<file path="src/rtl/vga_timing_pkg.sv">
// Shared 640x480@60 raster timing constants.
// Used by the timing generator, the pixel controller and the text path so they
// all agree on frame geometry, sync placement and sync polarity.
// No ports (package).
package vga_timing_pkg;

  // Horizontal timing, in pixel ticks.
  localparam int unsigned DEF_H_ACTIVE = 640;
  localparam int unsigned DEF_H_FP     = 16;
  localparam int unsigned DEF_H_SYNC   = 96;
  localparam int unsigned DEF_H_BP     = 48;
  localparam int unsigned DEF_H_TOTAL  = DEF_H_ACTIVE + DEF_H_FP + DEF_H_SYNC + DEF_H_BP;

  // Vertical timing, in lines.
  localparam int unsigned DEF_V_ACTIVE = 480;
  localparam int unsigned DEF_V_FP     = 10;
  localparam int unsigned DEF_V_SYNC   = 2;
  localparam int unsigned DEF_V_BP     = 33;
  localparam int unsigned DEF_V_TOTAL  = DEF_V_ACTIVE + DEF_V_FP + DEF_V_SYNC + DEF_V_BP;

  // Sync level while the pulse is asserted (0 = active-low).
  localparam bit DEF_HS_POL = 1'b0;
  localparam bit DEF_VS_POL = 1'b0;

  // Sync windows: start inclusive, end exclusive.
  localparam int unsigned DEF_HS_START = DEF_H_ACTIVE + DEF_H_FP;
  localparam int unsigned DEF_HS_END   = DEF_HS_START + DEF_H_SYNC;
  localparam int unsigned DEF_VS_START = DEF_V_ACTIVE + DEF_V_FP;
  localparam int unsigned DEF_VS_END   = DEF_VS_START + DEF_V_SYNC;

  // Pixel ticks between a counter value and the matching sync/blank at the pins.
  localparam int unsigned DEF_PIPE_DELAY = 2;

  // Bundle carried through the sync delay line.
  typedef struct packed {
    logic hs;
    logic vs;
    logic active;
  } sync_bits_t;

endpackage

</file>
<file path="src/rtl/vga_sync_delay.sv">
// Enable-gated shift register that delays the sync/blank bundle.
// Ports:
//   clk   in   pixel clock
//   rst   in   synchronous active-high reset; all stages load INACTIVE
//   en    in   pixel-tick enable; stages shift only when high
//   din   in   WIDTH-bit value entering stage 0
//   dout  out  last stage (din delayed by DEPTH enabled ticks)
module vga_sync_delay #(
  parameter int unsigned     DEPTH    = 2,
  parameter int unsigned     WIDTH    = 3,
  parameter logic [WIDTH-1:0] INACTIVE = '0
) (
  input  logic             clk,
  input  logic             rst,
  input  logic             en,
  input  logic [WIDTH-1:0] din,
  output logic [WIDTH-1:0] dout
);

  logic [WIDTH-1:0] stage_q [DEPTH];

  always_ff @(posedge clk) begin
    if (rst) begin
      // Flush every stage so no stale sync pulse drains out after reset.
      for (int i = 0; i < int'(DEPTH); i++) begin
        stage_q[i] <= INACTIVE;
      end
    end else if (en) begin
      stage_q[0] <= din;
      for (int i = 1; i < int'(DEPTH); i++) begin
        stage_q[i] <= stage_q[i-1];
      end
    end
  end

  assign dout = stage_q[DEPTH-1];

endmodule

</file>
<file path="src/rtl/vga_timing_generator.sv">
// Raster timing source for the pixel controller.
// Produces the pixel counters plus sync/blank delayed by PIPE_DELAY pixel ticks so
// they line up with pixel data produced PIPE_DELAY ticks after each counter value.
// Ports:
//   CLOCK        in   pixel-domain clock
//   RESET        in   synchronous active-high reset (overrides PIX_EN)
//   PIX_EN       in   pixel-tick enable; all state advances only when high
//   CounterX     out  horizontal position 0..H_TOTAL-1
//   CounterY     out  vertical position 0..V_TOTAL-1
//   ActiveArea   out  counters inside the visible area (aligned to counters)
//   FrameStart   out  one-tick pulse while counters are (0,0)
//   VGA_HS       out  horizontal sync, delayed PIPE_DELAY ticks
//   VGA_VS       out  vertical sync, delayed PIPE_DELAY ticks
//   VGA_BLANK_N  out  delayed ActiveArea (1 = drive pixel)
//   VGA_SYNC_N   out  constant 0 (no sync-on-green)
module vga_timing_generator
  import vga_timing_pkg::*;
#(
  parameter int unsigned CNTR_WIDTH_H = 11,
  parameter int unsigned CNTR_WIDTH_V = 10,
  parameter int unsigned H_ACTIVE     = DEF_H_ACTIVE,
  parameter int unsigned H_FP         = DEF_H_FP,
  parameter int unsigned H_SYNC       = DEF_H_SYNC,
  parameter int unsigned H_BP         = DEF_H_BP,
  parameter int unsigned V_ACTIVE     = DEF_V_ACTIVE,
  parameter int unsigned V_FP         = DEF_V_FP,
  parameter int unsigned V_SYNC       = DEF_V_SYNC,
  parameter int unsigned V_BP         = DEF_V_BP,
  parameter bit          HS_POL       = DEF_HS_POL,
  parameter bit          VS_POL       = DEF_VS_POL,
  parameter int unsigned PIPE_DELAY   = DEF_PIPE_DELAY
) (
  input  logic                    CLOCK,
  input  logic                    RESET,
  input  logic                    PIX_EN,
  output logic [CNTR_WIDTH_H-1:0] CounterX,
  output logic [CNTR_WIDTH_V-1:0] CounterY,
  output logic                    ActiveArea,
  output logic                    FrameStart,
  output logic                    VGA_HS,
  output logic                    VGA_VS,
  output logic                    VGA_BLANK_N,
  output logic                    VGA_SYNC_N
);

  localparam int unsigned H_TOTAL = H_ACTIVE + H_FP + H_SYNC + H_BP;
  localparam int unsigned V_TOTAL = V_ACTIVE + V_FP + V_SYNC + V_BP;

  // Elaboration-time sanity checks on geometry and delay depth.
  if (H_TOTAL > (64'd1 << CNTR_WIDTH_H)) begin : g_bad_h_width
    $error("H_TOTAL %0d does not fit in CNTR_WIDTH_H %0d", H_TOTAL, CNTR_WIDTH_H);
  end
  if (V_TOTAL > (64'd1 << CNTR_WIDTH_V)) begin : g_bad_v_width
    $error("V_TOTAL %0d does not fit in CNTR_WIDTH_V %0d", V_TOTAL, CNTR_WIDTH_V);
  end
  if (PIPE_DELAY < 1 || PIPE_DELAY > 8) begin : g_bad_delay
    $error("PIPE_DELAY %0d outside 1..8", PIPE_DELAY);
  end

  // Inclusive last values so no bound ever needs to reach 2^width.
  localparam logic [CNTR_WIDTH_H-1:0] X_LAST     = CNTR_WIDTH_H'(H_TOTAL - 1);
  localparam logic [CNTR_WIDTH_H-1:0] X_ACT_LAST = CNTR_WIDTH_H'(H_ACTIVE - 1);
  localparam logic [CNTR_WIDTH_H-1:0] HS_FIRST   = CNTR_WIDTH_H'(H_ACTIVE + H_FP);
  localparam logic [CNTR_WIDTH_H-1:0] HS_LAST    = CNTR_WIDTH_H'(H_ACTIVE + H_FP + H_SYNC - 1);
  localparam logic [CNTR_WIDTH_V-1:0] Y_LAST     = CNTR_WIDTH_V'(V_TOTAL - 1);
  localparam logic [CNTR_WIDTH_V-1:0] Y_ACT_LAST = CNTR_WIDTH_V'(V_ACTIVE - 1);
  localparam logic [CNTR_WIDTH_V-1:0] VS_FIRST   = CNTR_WIDTH_V'(V_ACTIVE + V_FP);
  localparam logic [CNTR_WIDTH_V-1:0] VS_LAST    = CNTR_WIDTH_V'(V_ACTIVE + V_FP + V_SYNC - 1);

  localparam sync_bits_t SYNC_IDLE = '{hs: ~HS_POL, vs: ~VS_POL, active: 1'b0};

  logic [CNTR_WIDTH_H-1:0] x_next;
  logic [CNTR_WIDTH_V-1:0] y_next;
  logic                    hs_next;
  logic                    vs_next;
  logic                    active_next;
  logic                    frame_next;
  logic                    hs_raw;
  logic                    vs_raw;
  sync_bits_t              delay_in;
  sync_bits_t              delay_out;

  // Next counter position; a Y step only happens on the last pixel of a line.
  always_comb begin
    x_next = CounterX;
    y_next = CounterY;
    if (CounterX == X_LAST) begin
      x_next = '0;
      if (CounterY == Y_LAST) begin
        y_next = '0;
      end else begin
        y_next = CounterY + CNTR_WIDTH_V'(1);
      end
    end else begin
      x_next = CounterX + CNTR_WIDTH_H'(1);
    end
  end

  // Decode from the next position so the registered flags share the counters' cycle.
  always_comb begin
    hs_next     = ~HS_POL;
    vs_next     = ~VS_POL;
    active_next = 1'b0;
    frame_next  = 1'b0;
    if (x_next >= HS_FIRST && x_next <= HS_LAST) begin
      hs_next = HS_POL;
    end
    if (y_next >= VS_FIRST && y_next <= VS_LAST) begin
      vs_next = VS_POL;
    end
    if (x_next <= X_ACT_LAST && y_next <= Y_ACT_LAST) begin
      active_next = 1'b1;
    end
    if (x_next == '0 && y_next == '0) begin
      frame_next = 1'b1;
    end
  end

  always_ff @(posedge CLOCK) begin
    if (RESET) begin
      CounterX   <= '0;
      CounterY   <= '0;
      ActiveArea <= 1'b0;
      FrameStart <= 1'b0;
      hs_raw     <= ~HS_POL;
      vs_raw     <= ~VS_POL;
    end else if (PIX_EN) begin
      CounterX   <= x_next;
      CounterY   <= y_next;
      ActiveArea <= active_next;
      FrameStart <= frame_next;
      hs_raw     <= hs_next;
      vs_raw     <= vs_next;
    end
  end

  assign delay_in = '{hs: hs_raw, vs: vs_raw, active: ActiveArea};

  vga_sync_delay #(
    .DEPTH    (PIPE_DELAY),
    .WIDTH    ($bits(sync_bits_t)),
    .INACTIVE (SYNC_IDLE)
  ) u_sync_delay (
    .clk  (CLOCK),
    .rst  (RESET),
    .en   (PIX_EN),
    .din  (delay_in),
    .dout (delay_out)
  );

  assign VGA_HS      = delay_out.hs;
  assign VGA_VS      = delay_out.vs;
  assign VGA_BLANK_N = delay_out.active;
  assign VGA_SYNC_N  = 1'b0;

endmodule
</file>
<file path="config.mk">
export PLATFORM = sky130hd
export DESIGN_NAME = vga_timing_generator
export DESIGN_NICKNAME = d
export VERILOG_FILES = /design/src/rtl/vga_timing_pkg.sv /design/src/rtl/vga_sync_delay.sv /design/src/rtl/vga_timing_generator.sv
export SDC_FILE = /design/constraint.sdc
export NUM_CORES = 1
export LEC_CHECK = 0
export CAP_MARGIN = 20
export CORE_ASPECT_RATIO = 1.75
export CORE_MARGIN = 1.5
export CORE_UTILIZATION = 51
export CTS_BUF_LIST = sky130_fd_sc_hd__clkbuf_8
export DETAILED_ROUTE_END_ITERATION = 12
export PLACE_DENSITY = 0.91
export SLEW_MARGIN = 15
export SYNTH_ARGS = -nofsm -noshare
export SYNTH_HDL_FRONTEND = slang
export SYNTH_SLANG_ARGS = --single-unit
</file>
<file path="constraint.sdc">
create_clock -name CLOCK -period 2.25 [get_ports CLOCK]
set_clock_uncertainty 0.1 [all_clocks]
set_input_delay 0.45 -clock CLOCK [delete_from_list [all_inputs] [get_ports CLOCK]]
set_output_delay 0.45 -clock CLOCK [all_outputs]
set_load 0.005 [all_outputs]
</file>
==> qor.yml, run 1 <==
antenna_cells: 0
mostFrequentLayoutCells: "31 x nor2_1, 28 x clkdlybuf4s50_1, 26 x buf_4"
crit_family: "compound AO/OA/AOI/OAI gates"
slowest_stage: "o31ai_2"
wl_per_cell_um: 16.18
worstSetupPathType: "reg -> reg"
fin_area_um2: 2611
ctsHoldBuffers: 0
finalNetCount: 299
slowest_delay_ns: 0.44
worst_setup_path_start_kind: "flip-flop"
synthCells: 247
period_minus_slack_ns: 2.246
final-hold-violation-count: 0
combPwrFrac: 0.058
cts_buffer_depth: 2
wl_met2_um: 2953
synth.net_count: 254
dpl.hpwl_um: 4059
die_x_um: 51.02
maxCapViolations: 0
maxSlewViolCount: 0
crit_cells: 8
crit_required_ns: 2.35
holdPathStages: 2
cp.arrival_ns: 2.35
cp_max_fo: 5
synthArstFlopShare: 0
irDropWorstVdd_v: 0.0005740
dr_total_vias: 2066
drive_above_1_share: 0.2150
clk_latency_ns: 0.29
seq_area_frac_synth: 0.3307
grt_max_degree: 21
die_h_um: 87.04
wl_um: 5519
area_growth_pct: 26.87
cp_cell_sequence: "ha_4 -> buf_4 -> nand4_1 -> o31ai_2 -> nand3_1 -> a211o_1 -> nand2b_1 -> o31ai_2"
swShare: 0.2154
m1WireLength_um: 1891
holdCritPathClass: "reg -> reg"
power_frac_seq: 0.489
netlist_area_um2: 2058
final_common_cell: "nor2_1"
fin_crit_sh: 0.9982
post-route-util: 0.6754
fmax_mhz: 445.2
yosys_register_bits: 31
drc_errors: 0
rows: 30
finalSetupViolCount: 0
power_switching_uw: 254.9
ys_types: 56
powerDensity_nw_per_um2: 453.2
p_leak_nw: 0.9382
clk_pin_slew_worst_paths_ns: 0.07
antenna_found_initial: 0
numCtsBuffers: 5
first_global_vias: 2020
yosysWarningCount: 0
coreArea_um2: 3866
critPathCaptureType: "flip-flop"
path_common_cell: "o31ai_2"
root_buffer: "clkbuf_8"
syn_area_per_cell_um2: 8.333
grt_remaining_overflow: 0
drt_pre_antenna_iters: 6
grt_pass1_wl_um: 9052
cp_num_buf_inv: 1
fillerInstances: 308
drt_iter0_drc: 108
top_layer: "met4"
clkPwrFrac: 0.453
run_status: "completed"
rr_worst_depth: 8
placed_area_um2: 2471
die_area_um2: 4441
ant_nets: 0
htree_levels: 2
p_int_uw: 928.4
synth_edf_count: 6
cts_tree: "yes"
grt_usage: 0.2705
port_buffers: 28
cts.sinks: 31
ys.flop_type: "dfxtp_1"
met3_length_um: 327
io_pins: 30
start_util: 0.5324
place_congestion: 0.9738
viasPerCell: 6.059
Yosys cell counts, types with 6 or more instances:
master	number	area share
a21oi_1	9	0.022
dfxtp_1	25	0.24
edfxtp_1	6	0.088
inv_1	7	0.013
nand2_1	20	0.036
nand2b_1	7	0.021
nand3_1	12	0.029
nor2_1	31	0.057
nor3_1	11	0.027
o21ai_0	16	0.039
o31ai_1	6	0.022
xnor2_1	6	0.026
xor2_1	9	0.038
repair_timing:
item | CTS | global route
buffers inserted | 0 | 1
pin swaps | 0 | 3
resized for setup | 1 | 11
endpoints found under the setup margin | 1 | 9
power groups by stage:
stage	sequential (mW)	combinational [mW]	clock [mW]
finish	0.578	0.0690	0.536
global route	0.579	0.0744	0.580
CTS	0.578	0.0683	0.545
detailed placement	0.591	0.0684	0
global placement	0.590	0.0657	0
floorplan	0.593	0.0326	0
tightest hold or removal path, delay by kind of cell (launching register included):
family,cells,cell delay [ns]
AOI/OAI and AO/OA,1,0.04
DFF,1,0.31
and+or+nand+nor,1,0.09
metrics by stage:
step	hold slack [ns]	power (mW)	cells	setup slack, ns	setup TNS (ns)
finish	0.3856	1.183	341	0.003953	0
global route	0.4128	1.233	341	-0.04937	-0.04937
CTS	0.3807	1.192	340	0.004798	0
detailed placement	0.3713	0.6592	332	0.01789	0
global placement	0.3547	0.6562	332	0.08333	0
floorplan	0.3579	0.6258	247	0.03438	0
routing by layer:
layer / track usage / vias up
li1: - / 965
met1: 0.2649 / 976
met2: 0.4888 / 90
met3: 0.05155 / 35
met4: 0.1941 / 0
met5: 0 / -
worst paths after layout:
| path | from | to | slack, ns |
|---|---|---|---|
| setup / recovery | CounterX[0] | FrameStart | 0.004 |
| hold / removal | hs_raw | hs_raw | 0.39 |
| setup reg to reg | CounterX[0] | FrameStart | 0.004 |
| hold reg to reg | hs_raw | hs_raw | 0.39 |
area by class of cell:
| cell class | instances | area, um2 | area share |
|---|---|---|---|
| flip-flops and latches | 31 | 690.7 | 0.2645 |
| well taps | 48 | 60.06 | 0.02300 |
| inverters | 7 | 26.28 | 0.01006 |
| clock buffers | 5 | 68.82 | 0.02635 |
| clock inverters | 3 | 38.79 | 0.01485 |
| repair buffers | 54 | 475.5 | 0.1821 |
| multi-input cells | 193 | 1251 | 0.4792 |
flip-flops by register name, indices dropped and copies added, names as in the netlist:
register	count
ActiveArea	1
CounterX	11
CounterY	10
FrameStart	1
hs_raw	1
u_sync_delay.stage_q	6
vs_raw	1
kinds of logic after synthesis:
family,count (synthesis),share of synthesized area
mux,4,0.02006
buf+inv,23,0.07598
other cells,1,0.001822
fa+ha+maj,4,0.02432
flops,31,0.3307
xor+xnor,15,0.06383
simple gates,119,0.3240
compound gates,50,0.1593
Note: power is estimated with default switching activity, not from simulation.
==> inputs of run 2 (changes only) <==
- CTS_CLUSTER_SIZE: default -> 30
- SLEW_MARGIN: 15 -> default
==> results of run 2 <==
Same layout as run 1: the final DEF is identical, and so are final timing and power.
==> inputs of run 3 (changes only) <==
- CORE_MARGIN: 1.5 -> 4
- RECOVER_POWER: default -> 25
==> run 3 against run 2 <==
Compared with the run above: sequential share of layout area shrank 0.091 points; hold slack got worse by 0.010 ns; sequential cell count is the same; largest cell class unchanged.
==> qor.yml, run 3 (same netlist as run 1, synthesis figures left out) <==
regMostFlops: "CounterX"
crit_required_ns: 2.35
start_util: 0.5272
largestRegisters: "CounterX (11), CounterY (10), u_sync_delay.stage_q (6)"
grt_usage: 0.2374
hold_end: "FrameStart"
die_h_um: 92.04
min_from: "FrameStart"
port_buffers: 28
fin_area_um2: 2601
cts.sinks: 31
clk_pin_slew_worst_paths_ns: 0.07
coreArea_um2: 3904
place_ws_ns: -0.004849
mostFrequentLayoutCells: "31 x nor2_1, 27 x buf_4, 24 x clkdlybuf4s50_1"
reg2reg_to: "FrameStart"
dr_total_vias: 2061
cp_max_fo: 8
numCtsBuffers: 5
fin_cells: 343
grt_remaining_overflow: 0
holdCritPathClass: "reg -> reg"
r2r_slack_ns: 0.04
worst_setup_path_start_kind: "flip-flop"
finalNetCount: 301
fin_tns_setup_ns: 0
critPathCaptureType: "flip-flop"
rr_worst_depth: 7
drc_errors: 0
rows: 30
irDropWorstVdd_v: 0.0004359
rsz0062_at_grt: "yes"
powerDensity_nw_per_um2: 456.9
largest_reg_flops: 11
clkPwrFrac: 0.456
whs_ns: 0.3753
wl_per_cell_um: 16.94
drt_pre_antenna_iters: 7
final_common_cell: "nor2_1"
maxSlewViolCount: 0
antenna_found_initial: 0
io_pins: 30
combPwrFrac: 0.057
period_minus_slack_ns: 2.210
grt_pass1_wl_um: 9756
setup_slack_ns: 0.03959
drt_iter0_drc: 67
place_congestion: 0.9614
fillerInstances: 330
p_leak_nw: 0.9153
antenna_cells: 0
cp.arrival_ns: 2.31
post-route-util: 0.6663
power.total_mw: 1.188
cts_tree: "yes"
grt_max_degree: 21
placed_cells: 335
clk_latency_ns: 0.28
holdPathStages: 2
final-hold-violation-count: 0
die_x_um: 56.02
wl_um: 5811
die_area_um2: 5156
ctsHoldBuffers: 0
ant_nets: 0
dpl.hpwl_um: 4322
worstSetupPathType: "reg -> reg"
fin_crit_sh: 0.9824
fmax_mhz: 452.4
p_int_uw: 927.4
first_global_vias: 2129
post_cts_resized: 1
power_switching_uw: 261.1
viasPerCell: 6.009
swShare: 0.2197
cts_setup_buffers: 0
maxCapViolations: 0
drive_above_1_share: 0.1898
htree_levels: 2
area_growth_pct: 26.38
root_buffer: "clkbuf_8"
worstReg2RegStart: "CounterX[0]"
run_status: "completed"
power_frac_seq: 0.487
cts_buffer_depth: 2
placed_area_um2: 2494
finalSetupViolCount: 0
==> run 3: changes by cell type in the layout (fill, tap and decap cells not counted), sizes merged <==
cell,previous run,this run
clkdlybuf4s50,28,24
dlygate4sd3,0,4
buf,26,27
clkbuf,5,6
==> run 3: worst max-delay path: stages, from the launching register on <==
cell     delay [ns]
dfxtp_2        0.35
ha_4           0.13
and4_4         0.30
nand3_4        0.13
nor3_2         0.24
xor2_1         0.10
or4_4          0.53
o31ai_2        0.23
==> run 3: cell type report <==
class	instances	area (um2)	share of cell area
Clock buffer	5	68.82	0.02646
Timing Repair Buffer	56	486.7	0.1871
Inverter	7	26.28	0.01010
Tap cell	48	60.06	0.02309
Multi-Input combinational cell	193	1235	0.4747
Sequential cell	31	685.7	0.2636
Clock inverter	3	38.79	0.01491
==> run 3: worst max-delay path by stage <==
| stage | startpoint | to | slack (ns) | depth (start not counted) |
|---|---|---|---|---|
| 6_report | CounterX[0] | FrameStart | 0.04 | 7 |
| 5_1_grt | CounterX[0] | FrameStart | -0.006 | 8 |
| 4_1_cts | CounterX[0] | FrameStart | 0.03 | 7 |
| 3_5_place_dp | CounterX[0] | FrameStart | -0.005 | 7 |
| 3_3_place_gp | CounterX[0] | FrameStart | 0.11 | 7 |
| 2_1_floorplan | CounterX[0] | FrameStart | 0.03 | 8 |
==> run 3: metal layers <==
layer	part of all wire	GRT usage	vias up
met1	0.35	0.2288	957
met2	0.54	0.4258	89
li1	-	-	973
met3	0.046	0.05493	42
met4	0.066	0.1743	0
met5	0	0	-
==> run 3: power by group through the flow <==
stage / Clock (mW) / Sequential (mW) / Combinational (mW)
2_1_floorplan: 0 / 0.593 / 0.0326
3_3_place_gp: 0 / 0.591 / 0.0669
3_5_place_dp: 0 / 0.591 / 0.0687
4_1_cts: 0.547 / 0.579 / 0.0690
5_1_grt: 0.565 / 0.579 / 0.0719
6_report: 0.542 / 0.578 / 0.0677
